**config.mk**
```make
export PLATFORM = sky130hd
export DESIGN_NAME = mul_seq
export DESIGN_NICKNAME = d
export VERILOG_FILES = /design/src/rtl/mul_seq.sv
export SDC_FILE = /design/constraint.sdc
export NUM_CORES = 1
export LEC_CHECK = 0
export ABC_AREA = 1
export BUFFER_PORTS_ARGS = -buffer_cell sky130_fd_sc_hd__buf_2
export CAP_MARGIN = 5
export CORE_MARGIN = 3
export CORE_UTILIZATION = 35
export CTS_CLUSTER_DIAMETER = 60
export DETAILED_ROUTE_END_ITERATION = 16
export MAX_ROUTING_LAYER = met4
export PLACE_DENSITY = 0.64
export SLEW_MARGIN = 0
export SYNTH_ARGS = -nofsm -noshare
export SYNTH_HDL_FRONTEND = slang
export SYNTH_SLANG_ARGS = --single-unit
```
**constraint.sdc**
```tcl
create_clock -name clk -period 2.1 [get_ports clk]
set_input_delay 0 -clock clk [delete_from_list [all_inputs] [get_ports clk]]
set_output_delay 0 -clock clk [all_outputs]
set_load 0.01 [all_outputs]
```
**src/rtl/mul_seq.sv**
```systemverilog
// Sequential 4x4 unsigned shift-and-add multiplier with a start/busy/done handshake.
// The 4-bit add block is the only adder; it sums the partial-product high nibble with the multiplicand.

module add (
    input  logic [3:0] num1,
    input  logic [3:0] num2,
    output logic [3:0] out,
    output logic       cout
);
    assign {cout, out} = {1'b0, num1} + {1'b0, num2};
endmodule

module mul_seq (
    input  logic       clk,
    input  logic       rst,
    input  logic       start,
    input  logic [3:0] a,
    input  logic [3:0] b,
    output logic       busy,
    output logic       done,
    output logic [7:0] product
);
    typedef enum logic [1:0] {
        IDLE = 2'd0,
        RUN  = 2'd1,
        DONE = 2'd2
    } state_t;

    state_t     state_q, state_d;
    logic [3:0] mcand_q, mcand_d;
    logic [3:0] hi_q, hi_d;
    logic [3:0] lo_q, lo_d;
    logic [1:0] cnt_q, cnt_d;
    logic [7:0] product_q, product_d;

    logic [3:0] add_out;
    logic       add_cout;
    logic [4:0] step_sum;

    add u_add (
        .num1 (hi_q),
        .num2 (mcand_q),
        .out  (add_out),
        .cout (add_cout)
    );

    // The carry is kept: it becomes bit 3 of the next high nibble after the shift.
    assign step_sum = lo_q[0] ? {add_cout, add_out} : {1'b0, hi_q};

    always_ff @(posedge clk) begin
        if (rst) begin
            state_q   <= IDLE;
            mcand_q   <= 4'h0;
            hi_q      <= 4'h0;
            lo_q      <= 4'h0;
            cnt_q     <= 2'd0;
            product_q <= 8'h00;
        end else begin
            state_q   <= state_d;
            mcand_q   <= mcand_d;
            hi_q      <= hi_d;
            lo_q      <= lo_d;
            cnt_q     <= cnt_d;
            product_q <= product_d;
        end
    end

    always_comb begin
        state_d   = state_q;
        mcand_d   = mcand_q;
        hi_d      = hi_q;
        lo_d      = lo_q;
        cnt_d     = cnt_q;
        product_d = product_q;

        case (state_q)
            IDLE, DONE: begin
                if (start) begin
                    mcand_d = a;
                    hi_d    = 4'h0;
                    lo_d    = b;
                    cnt_d   = 2'd0;
                    state_d = RUN;
                end else begin
                    state_d = IDLE;
                end
            end
            RUN: begin
                {hi_d, lo_d} = {step_sum, lo_q[3:1]};
                cnt_d        = cnt_q + 2'd1;
                if (cnt_q == 2'd3) begin
                    product_d = {step_sum, lo_q[3:1]};
                    state_d   = DONE;
                end
            end
            default: state_d = IDLE;
        endcase
    end

    assign busy    = (state_q == RUN);
    assign done    = (state_q == DONE);
    assign product = product_q;
endmodule

```
Yosys cells after proc, flatten, opt, wreduce, memory -nomap -nowiden

Cells that the tools add are included.
W data, S select, Z words.

Add/sub/neg operators: 2
Muxes and demuxes: 10
Reductions and logical operators: 6
Equality and inequality tests: 5

Operators with widths:

| cell                  | count |
|---|---|
| $pmux W4 S2           | 2 |
| $mux W4               | 2 |
| $pmux W2 S2           | 2 |
| $reduce_and A2 Y1     | 3 |
| $add A4 B4 Y5         | 1 |
| $mux W5               | 1 |
| $eq A2 B2 Y1 const B  | 2 |
| $mux W2               | 2 |
| $add A2 B1 Y2 const B | 1 |
| $eq A2 B1 Y1 const B  | 1 |
| $logic_not A2 Y1      | 1 |
| $ne A2 B1 Y1 const B  | 1 |
| $ne A2 B2 Y1 const B  | 1 |
| $reduce_bool A2 Y1    | 1 |
| $reduce_or A2 Y1      | 1 |
| $mux W1               | 1 |

Register bits after elaboration: 24
Word-level logic and storage cells: 29

Longest topological paths before layout

Gate-level depths: netlist of run 1.

Word-level depth: 4
Depth in mapped cells: 9
Mapped depth without buffers: 9

Cells and area by module

Synthesis of run 1 repeated with hierarchy kept, for this count alone.

Cells, all modules: 163
Area total of the unflattened synthesis: 1179.9 um^2

By module, submodules not included:

| module  | area each (um^2) | cells each | instances |
|---|---|---|---|
| mul_seq | 1022.2           | 138        | 1 |
| add     | 157.7            | 25         | 1 |

Least setup slack after synthesis of run 1

OpenSTA, ideal clock, no wires.

Kind: reg-to-reg
Start point: register mcand_q[0]
End point: register hi_q[3]
Period minus slack after synthesis: 1.532 ns
Arrival: 1.414 ns
Path slack: 0.568 ns
Cell stages (with the launch flop): 8
Setup time: 0.118 ns
Path through: dfxtp_1 -> ha_1 -> fa_1 -> nand2_1 -> a21oi_1 -> or2_2 -> nand3_1 -> a21oi_1

Cells in the longest elaborated chain, start to end: 3

Ends and longest elaborated chain:

| what                     | RTL line | text |
|---|---|---|
| start: declaration       | 30       | `logic [3:0] mcand_q, mcand_d;` |
| start signal: assignment | 60       | `mcand_q <= mcand_d;` |
| $add A4 B4 Y5            | 10       | `assign {cout, out} = {1'b0, num1} + {1'b0, num2};` |
| $mux W5                  | 48       | `assign step_sum = lo_q[0] ? {add_cout, add_out} : {1'b0, hi_q};` |
| $pmux W4 S2              | 76       | `case (state_q)` |
| end signal: assignment   | 61       | `hi_q <= hi_d;` |
| end: declaration         | 31       | `logic [3:0] hi_q, hi_d;` |

Every way passes these cells.
A chain may end at the register's enable or synchronous reset.

Worst setup path after layout of run 1

Start point: register hi_q[0]
End point: register hi_q[3]

Cells in the longest elaborated chain, start to end: 3

Ends and longest elaborated chain:

| what          | RTL line |
|---|---|
| $add A4 B4 Y5 | 10 |
| $mux W5       | 48 |
| $pmux W4 S2   | 76 |

Every way passes these cells.

==> reports/metrics.cfg, run 1 <==
[grt]
antenna_found_initial=0
grt_max_degree=18
grt_pass1_wl_mm=4.11
grt_overflow=0
first_global_vias=973
grtUsageTotal=0.133

[logic_synthesis]
syn_nets=162
ys.flop_type=dfxtp_1
synth_edf_count=0
yosys.cell_types.count=25
ys_ff_latch=24
yosysWarnings=0
ys_seq_area_frac=0.424
async_flop_share=0
syn_avg_cell_area_sq_um=7.82
syn_area_sq_um=1130
syn_inst=145

[sta]
rsz0062_at_grt=false
maxSlewHeadroom=0.683
hold_violations=0
fin_skew_ps=6.57
hold_ws_ps=19.0
fin_crit_sh=0.774
finalMaxSlewViolations=0
setup_tns_ps=0
tightestPinTransition_ps=475
finalSetupViolCount=0
post-route-min-period_ps=1620
fmax_ghz=0.615

[clocking]
numCtsBuffers=3
cts_max_level=1
cts_sinks=24
clk_latency_ps=320
cts.repair.resized=0
cts-root-buf=clkbuf_4
clockBufferDepth=2
cts.clk_slew.worst_paths_ps=130
tritoncts=done
cts_setup_buffers=0
cts_hold_buffers=7

[critical_path]
path_cells=ha_1 > fa_1 > nand2_1 > a21oi_1 > or2_2 > nand3_1 > a21oi_1
worstPathArrival_ps=1850
required_ps=2320
cp-end-kind=register
slowest_stage=fa_1
cp-start-kind=register
max_stage_delay_ps=390
cpMostUsedCell=a21oi_1
crit_type=register to register
cp_top_family=adder cells
crit_buf_inv=0
critical_path.max_fanout=3

[drt]
drt-total-wl_mm=2.28
drtAntennaViolNets=0
drt-initial-drc-count=20
firstDrtPassIters=4
vias=1009
wl_per_cell_microns=10.6
drc=0
routed_via_density=4.67

[floorplanning]
fp.dieH_microns=62.9
start_util=0.368
chipWidth_microns=62.9
rows=20
die_area_sq_um=3960
core_area_sq_um=3080
io_pins=21

[pwr]
p_leak_nw=0.654
power_mw=0.860
ir_drop_v=0.000461
p_per_area_nw_per_um2=631

[final_layout]
area_growth_pct=20.2
nets=190
drive_gt1_frac=0.215
instances_no_fill=216
fillers=324
antennaDiodeCount=0

[placed_design]
place.detailed.hpwl_mm=1.73
dp.cells=205
gp_congestion=0.832
portBuffers=20

[status]
outcome=complete, no violations

[run]
cap_violations=0

[hold_path]
hp-class=primary input to register

==> sequential cells by signal, summed over array words and instances (netlist names) <==
signal and count:
hi_q 4, mcand_q 4, state_q 2, product 8, lo_q 4, cnt_q 2
==> final cells by class <==
type                    count  area, sq um  area share
multi-input cells         100          556       0.408
flip-flops and latches     24          480       0.353
repair buffers             27          170       0.125
inverters                  17         65.1      0.0478
well taps                  44         55.1      0.0404
clock buffers               4         36.3      0.0266
==> metal layers <==
metal | share of wire | vias to the layer above | routed length (microns) | track usage
li1 | - | 531 | - | -
met4 | 0.011 | 0 | 25 | 0.0496
met2 | 0.50 | 17 | 1130 | 0.224
met3 | 0.041 | 5 | 94 | 0.0396
met1 | 0.45 | 456 | 1030 | 0.147
met5 | 0 | - | 0 | -
==> placed cells by master (no fill, tap or decap) <==
cell type      Yosys  routed
inv_1             12      12
dlygate4sd3_1      0       7
a21oi_1            9       9
inv_2              4       4
o21ai_0            9       9
clkbuf_8           0       1
o21a_1             2       2
dfxtp_1           24      24
nand2_1           34      34
ha_1               5       5
nand2_4            4       4
o21ai_1            2       2
nor2_4             1       1
clkbuf_4           0       3
nor3_1             2       2
buf_2              1      20
nand3_1           11      11
or2_2              2       2
a211oi_1           1       1
clkinv_2           1       1
o221ai_1           2       2
a221oi_2           1       1
nor2_1            13      13
a22oi_1            1       1
fa_1               1       1
==> through the flow <==
stage | cell area [sq um] | setup slack, ps | util
after floorplan | 1130 | 568 | -
after global placement | 1260 | 521 | 0.408
after detailed placement | 1260 | 486 | 0.408
after CTS | 1360 | 484 | 0.443
after global routing | 1360 | 366 | 0.443
final | 1360 | 475 | 0.443
==> final timing paths <==
path / from / to / slack [ps] / cells past startpoint
worst max-delay path: hi_q[0] / hi_q[3] / 480 / 7
worst min-delay path: b[3] / lo_q[3] / 20 / 5
worst max register to register: hi_q[0] / hi_q[3] / 480 / 7
worst min register to register: lo_q[2] / product[1] / 480 / 2
==> worst min-delay path, stage by stage <==
cell	delay, ps
buf_2	80
a22oi_1	70
o21ai_1	70
nand2_1	50
inv_1	40
==> cell families after synthesis <==
group,synth area share
simple gates,0.274
compound gates,0.143
fa+ha+maj,0.0728
flops,0.424
buf+inv,0.0861
==> cells in the mapped netlist, drive strengths merged, types with 3 or more instances <==
master | number | share of area
buf | 3 | 0.024
nand3 | 11 | 0.049
ha | 5 | 0.055
o21ai | 11 | 0.049
dfxtp | 24 | 0.42
nand2 | 38 | 0.15
a21oi | 9 | 0.040
nor2 | 14 | 0.053
inv | 16 | 0.053
==> power breakdown <==
group	internal [mW]	switching [mW]	total, mW
Clock	0.106	0.137	0.243
Sequential	0.476	0.0203	0.496
Combinational	0.0501	0.0708	0.121
Total	0.632	0.228	0.860
Power figures use the tool's default switching activity.
==> run 2, diff against run 1 <==
ABC_AREA = 0   (was 1)
clock period = 1.6 ns   (was 2.1 ns; I/O delays follow)
==> run 2 against run 1 <==
  * Clock-buffer cell count down 1
  * Wire length up 4.7%
  * First-iteration DRC count down 45%
  * Hold slack about the same
  * Area after synthesis down 4.6%
  * Critical path type unchanged
  * Global-route usage up 0.56 points
  * Core utilization up 3.8 points
  * Die area down 4.2%
  * Register-to-register slack worse by 470 ps
  * Combinational power up 37%
==> reports/metrics.cfg, run 2 <==
[logic_synthesis]
syn_nets=138  ; -15%
synth_top_area_share=0.444  ; +0.0206
syn_area_sq_um=1080  ; -4.6%
yosysWarnings=0  ; unchanged
ys.flop_type=dfxtp_1
yosys.cell_types.count=32  ; +28%
ys_top_cells_by_count=24 x dfxtp_1, 22 x nor2_1, 13 x nand2_1
synth_most_common_cell=dfxtp_1
syn_inst=121  ; -17%
ys_ff_latch=24  ; unchanged
synth_edf_count=0  ; unchanged
async_flop_share=0  ; unchanged
netlist_top_cells_area=dfxtp_1 44%, mux2i_1 8.3%, nor2_1 7.6%, ha_1 5.8%, nand2_1 4.5%
ys_seq_area_frac=0.444  ; +0.0206
synth_top_area_cell=dfxtp_1
syn_avg_cell_area_sq_um=8.93  ; +14%

[final_layout]
fillers=290  ; -10%
final_cell_mix=22 x nor2_1, 21 x dfxtp_1, 20 x buf_2
drive_gt1_frac=0.284  ; +0.0687
instances_no_fill=179  ; -17%
final_util=0.481  ; +0.0385
antennaDiodeCount=0  ; unchanged
area_growth_pct=27.0
largest_reg_flops=8  ; unchanged
nets=167  ; -12%
final_common_cell=nor2_1

[sta]
hold_violations=0  ; unchanged
rsz0062_at_grt=true
fmax_ghz=0.626  ; +1.7%
finalMaxSlewViolations=0  ; unchanged
fin_crit_sh=0.999  ; +0.225
maxSlewHeadroom=0.663  ; -0.0199
post-route-min-period_ps=1600  ; -26.4 ps
setup_tns_ps=0  ; unchanged
finalSetupViolCount=0  ; unchanged
fin_skew_ps=8.34  ; +1.77 ps
tightestPinTransition_ps=505  ; +29.7 ps

[placed_design]
portBuffers=20  ; unchanged
gp_congestion=0.751  ; -9.8%
dp.cells=171  ; -17%
place.detailed.hpwl_mm=1.64  ; -5.4%

[clocking]
tritoncts=done
cts-root-buf=clkbuf_4
cts_max_level=1  ; unchanged
cts_setup_buffers=0  ; unchanged
numCtsBuffers=3  ; unchanged
cts.clk_slew.worst_paths_ps=130  ; about the same
clockBufferDepth=2  ; unchanged
clk_latency_ps=300  ; -20 ps
cts_sinks=24  ; unchanged

[critical_path]
max_stage_delay_ps=420  ; +30 ps
path_cells=ha_1 > a21oi_1 > nor3_1 > a311oi_2 > o21ai_1
regToRegSetupSlack_ps=2  ; -470 ps
worstPathArrival_ps=1810  ; -40 ps
regToRegStartpoint=hi_q[1]
critical_path.max_fanout=4  ; +1
r2r_cells=5  ; -2
crit_type=register to register
slowest_stage=dfxtp_1
required_ps=1810  ; -510 ps
cp-start-kind=register
r2r_end=product[6]
cp-end-kind=register

[grt]
first_global_vias=870  ; -11%
grt_max_degree=26  ; +8
grt_pass1_wl_mm=3.74  ; -8.9%
grt_overflow=0  ; unchanged
antenna_found_initial=0  ; unchanged
grtUsageTotal=0.139  ; +0.00562

[floorplanning]
die_area_sq_um=3790  ; -4.2%
core_area_sq_um=2850  ; -7.3%
start_util=0.379  ; +0.0107
rows=19  ; -5.0%
io_pins=21  ; unchanged
fp.dieH_microns=61.6  ; -2.1%
chipWidth_microns=61.6  ; -2.1%

[hold_path]
worstHoldPathCells=3  ; -2
hp-class=primary input to register
worstHoldStart=b[2]
hold_end=lo_q[2]

[drt]
firstDrtPassIters=3  ; -1
drtAntennaViolNets=0  ; unchanged
vias=931  ; -7.7%
drt-total-wl_mm=2.39  ; +4.7%
wl_per_cell_microns=13.3  ; +26%
drt-initial-drc-count=11  ; -45%
routed_via_density=5.20  ; +11%
drc=0  ; unchanged

[run]
cap_violations=0  ; unchanged

[pwr]
p_per_area_nw_per_um2=782  ; +24%
power_mw=1.07  ; +25%
ir_drop_v=0.000359  ; -22%
p_leak_nw=0.588  ; -10%

[status]
outcome=complete, no violations

-- run 2: changes by cell type in the layout (fill, tap and decap cells not counted), sizes merged, moves of 3 or more --
| cell | delta |
|---|---|
| a211oi | +4 |
| buf | +6 |
| inv | -14 |
| mux2i | +9 |
| nand2 | -25 |
| nand3 | -10 |
| nor2 | +9 |
| nor2b | +3 |
| o21ai | -10 |
-- run 2: worst max-delay path by stage --
stage,from,to,cells after the start,slack (ps)
final,hi_q[1],product[6],5,2
after global routing,hi_q[3],hi_q[2],5,-70
after CTS,hi_q[1],product[6],5,6
after detailed placement,mcand_q[0],hi_q[3],6,-30
after global placement,mcand_q[0],hi_q[3],6,-10
after floorplan,mcand_q[0],hi_q[3],6,6
-- run 2: through the flow --
step,worst slack [ps],area [sq um],hold slack (ps)
after floorplan,6.34,1080,147
after global placement,-12.4,1230,236
after detailed placement,-34.0,1230,246
after CTS,5.89,1320,13.4
after global routing,-73.5,1370,39.1
final,1.50,1370,19.0
-- run 2: critical path, delay by kind of cell (launching register included) --
family | cells | cell delay [ps]
AOI/OAI and AO/OA | 3 | 720
DFF | 1 | 420
adders and majority gates | 1 | 250
and+or+nand+nor | 1 | 120
-- run 2: logic make-up after synthesis --
group	count (synthesis)	synth area share
and+or+nand+nor	47	0.193
AOI/OAI and AO/OA	25	0.157
DFF	24	0.444
buffers and inverters	9	0.0370
muxes	9	0.0833
adders and majority gates	6	0.0764
xor gates and xnor gates	1	0.00810
-- run 2: report_power, final --
part	internal [mW]	switching (mW)	total (mW)
sequential	0.622	0.0300	0.652
clock	0.0878	0.168	0.256
combinational	0.0819	0.0839	0.166
-- run 2: what timing repair did --
action,CTS,global route
pin swaps,0,6
hold endpoints to repair,5,0
setup endpoints to repair,5,7
gates resized for setup,4,8
hold buffers,5,0
-- run 2: layout make-up --
type / instances / area (sq um) / area share
clock buffer: 3 / 22.5 / 0.0164
inverter: 2 / 7.51 / 0.00547
multi-input combinational: 88 / 621 / 0.452
sequential: 24 / 484 / 0.353
tap: 31 / 38.8 / 0.0283
timing repair buffer: 31 / 199 / 0.145
-- run 2: layer usage --
metal  track usage  vias up  routed length (microns)
li1              -      477                        -
met5             -        -                        0
met3        0.0252        2                       71
met2         0.224       11                     1220
met4        0.0606        0                       16
met1         0.167      441                     1080
==> run 3, diff against run 2 <==
PLACE_DENSITY = 0.58   (was 0.64)
==> run 3 against run 2 <==
  * The run now ends with negative setup slack left
  * Die area is the same
  * Wire length grew 4.5%
  * Register-to-register slack lost 20 ps
  * Largest cell class unchanged
==> reports/metrics.cfg, run 3 (synthesis gave the netlist of run 2 again) <==
[status]
outcome=finished, violations left
violations=negative setup slack

[sta]
fin_crit_sh=1.01  ; +0.0115
maxSlewHeadroom=0.674  ; +0.0109
post-route-min-period_ps=1620  ; +18.4 ps
hold_violations=0  ; unchanged
finalSetupViolCount=1  ; +1
fmax_ghz=0.618  ; -1.1%
rsz0062_at_grt=true
finalMaxSlewViolations=0  ; unchanged
fin_skew_ps=2.88  ; -5.45 ps
hold_ws_ps=1.41  ; -17.6 ps
setup_tns_ps=-16.9  ; -16.9 ps
tightestPinTransition_ps=488  ; -16.3 ps
fin_ws_ps=-16.9  ; -18.4 ps

[clocking]
cts_max_level=1  ; unchanged
tritoncts=done
cts_sinks=24  ; unchanged
clockBufferDepth=2  ; unchanged
cts.clk_slew.worst_paths_ps=130  ; about the same
cts-root-buf=clkbuf_4
numCtsBuffers=3  ; unchanged
clk_latency_ps=330  ; +30 ps

[drt]
firstDrtPassIters=4  ; +1
drt-met1-wl_mm=1.16  ; +7.5%
drtAntennaViolNets=0  ; unchanged
drt-initial-drc-count=26  ; +15
vias=975  ; +4.7%
wl_per_cell_microns=13.4  ; +0.59%
wl_met3_microns=111  ; +56%
route.met2.wl_mm=1.17  ; -3.6%
drc=0  ; unchanged
highest_layer=met4
drt-total-wl_mm=2.50  ; +4.5%
routed_via_density=5.24  ; +0.78%

[final_layout]
nets=173  ; +3.6%
final_common_cell=nor2_1
final_cell_mix=22 x nor2_1, 20 x buf_2, 19 x dfxtp_1
drive_gt1_frac=0.323  ; +0.0388
area_growth_pct=32.4
antennaDiodeCount=0  ; unchanged
fillers=280  ; -3.4%
largest_reg_flops=8  ; unchanged

[floorplanning]
io_pins=21  ; unchanged
chipWidth_microns=61.6  ; unchanged
rows=19  ; unchanged
core_area_sq_um=2850  ; unchanged
die_area_sq_um=3790  ; unchanged
start_util=0.379  ; unchanged
fp.dieH_microns=61.6  ; unchanged

[critical_path]
critical_path.max_fanout=2  ; -2
cp-start-kind=register
cp-end-kind=register
crit_start=mcand_q[0]
regToRegStartpoint=mcand_q[0]
worstPathArrival_ps=1830  ; +20 ps
crit_type=register to register
required_ps=1820  ; about the same

[hold_path]
worstHoldStart=b[0]
hp-class=primary input to register

[pwr]
p_per_area_nw_per_um2=887  ; +13%
power_mw=1.27  ; +18%
ir_drop_v=0.000458  ; +28%
p_leak_nw=0.638  ; +8.7%

[grt]
first_global_vias=928  ; +6.7%
antenna_found_initial=0  ; unchanged
grt_overflow=0  ; unchanged
grt_pass1_wl_mm=4.06  ; +8.7%
grt_max_degree=26  ; unchanged
grtUsageTotal=0.153  ; +0.0142

[placed_design]
place.detailed.hpwl_mm=1.73  ; +5.9%
dp_slack_ps=-62.5  ; -28.5 ps
gp_congestion=0.912  ; +21%
portBuffers=20  ; unchanged

[run]
cap_violations=0  ; unchanged

[run 3: cell count changes in the layout (fill, tap and decap cells not counted), moves of 2 or more]
| cell | previous run | this run |
|---|---|---|
| dfxtp_2 | 3 | 5 |
| ha_4 | 3 | 1 |
| ha_1 | 2 | 4 |
| buf_4 | 5 | 11 |
| dfxtp_1 | 21 | 19 |
[run 3: report_power, final]
| part | leakage [nW] | total [mW] | switching, mW | internal [mW] |
|---|---|---|---|---|
| Clock | 0.0279 | 0.450 | 0.196 | 0.254 |
| Combinational | 0.413 | 0.171 | 0.0859 | 0.0853 |
| Sequential | 0.198 | 0.649 | 0.0265 | 0.622 |
[run 3: timing repair]
| item | CTS | global route |
|---|---|---|
| buffers inserted | 1 | 0 |
| setup endpoints to repair | 4 | 8 |
| endpoints found under the hold margin | 5 | 1 |
| pin swaps | 1 | 6 |
| gates resized for setup | 5 | 8 |
| hold buffers | 5 | 1 |
| gates cloned | 0 | 0 |
[run 3: area by class of cell]
cell class | instances | area [sq um] | area share
inverters | 2 | 7.51 | 0.00524
flip-flops and latches | 24 | 487 | 0.340
clock buffers | 3 | 22.5 | 0.0157
well taps | 31 | 38.8 | 0.0271
clock inverters | 1 | 30.0 | 0.0210
multi-input cells | 88 | 603 | 0.421
repair buffers | 37 | 243 | 0.170
[run 3: final timing paths]
kind	end	slack, ps	cells past startpoint
worst max-delay path	hi_q[3]	-20	6
worst min-delay path	lo_q[0]	1	3
worst max register to register	hi_q[3]	-20	6
worst min register to register	product[5]	460	2
[run 3: through the flow]
| stage | cells | util | area (sq um) |
|---|---|---|---|
| after floorplan | 121 | - | 1080 |
| after global placement | 176 | 0.445 | 1270 |
| after detailed placement | 176 | 0.445 | 1270 |
| after CTS | 185 | 0.486 | 1390 |
| after global routing | 186 | 0.502 | 1430 |
| final | 186 | 0.502 | 1430 |
[run 3: layer usage]
metal	track usage	vias to the layer above
li1	-	489
met1	0.180	462
met2	0.251	18
met3	0.0314	6
met4	0.0636	0
met5	-	-
[run 3: worst max-delay path, cell delays in order, from the launching register on]
cell and delay (ps):
dfxtp_2 360, ha_4 170, fa_2 390, a21o_1 170, a21o_1 170, a32oi_1 190
nor2_1 60
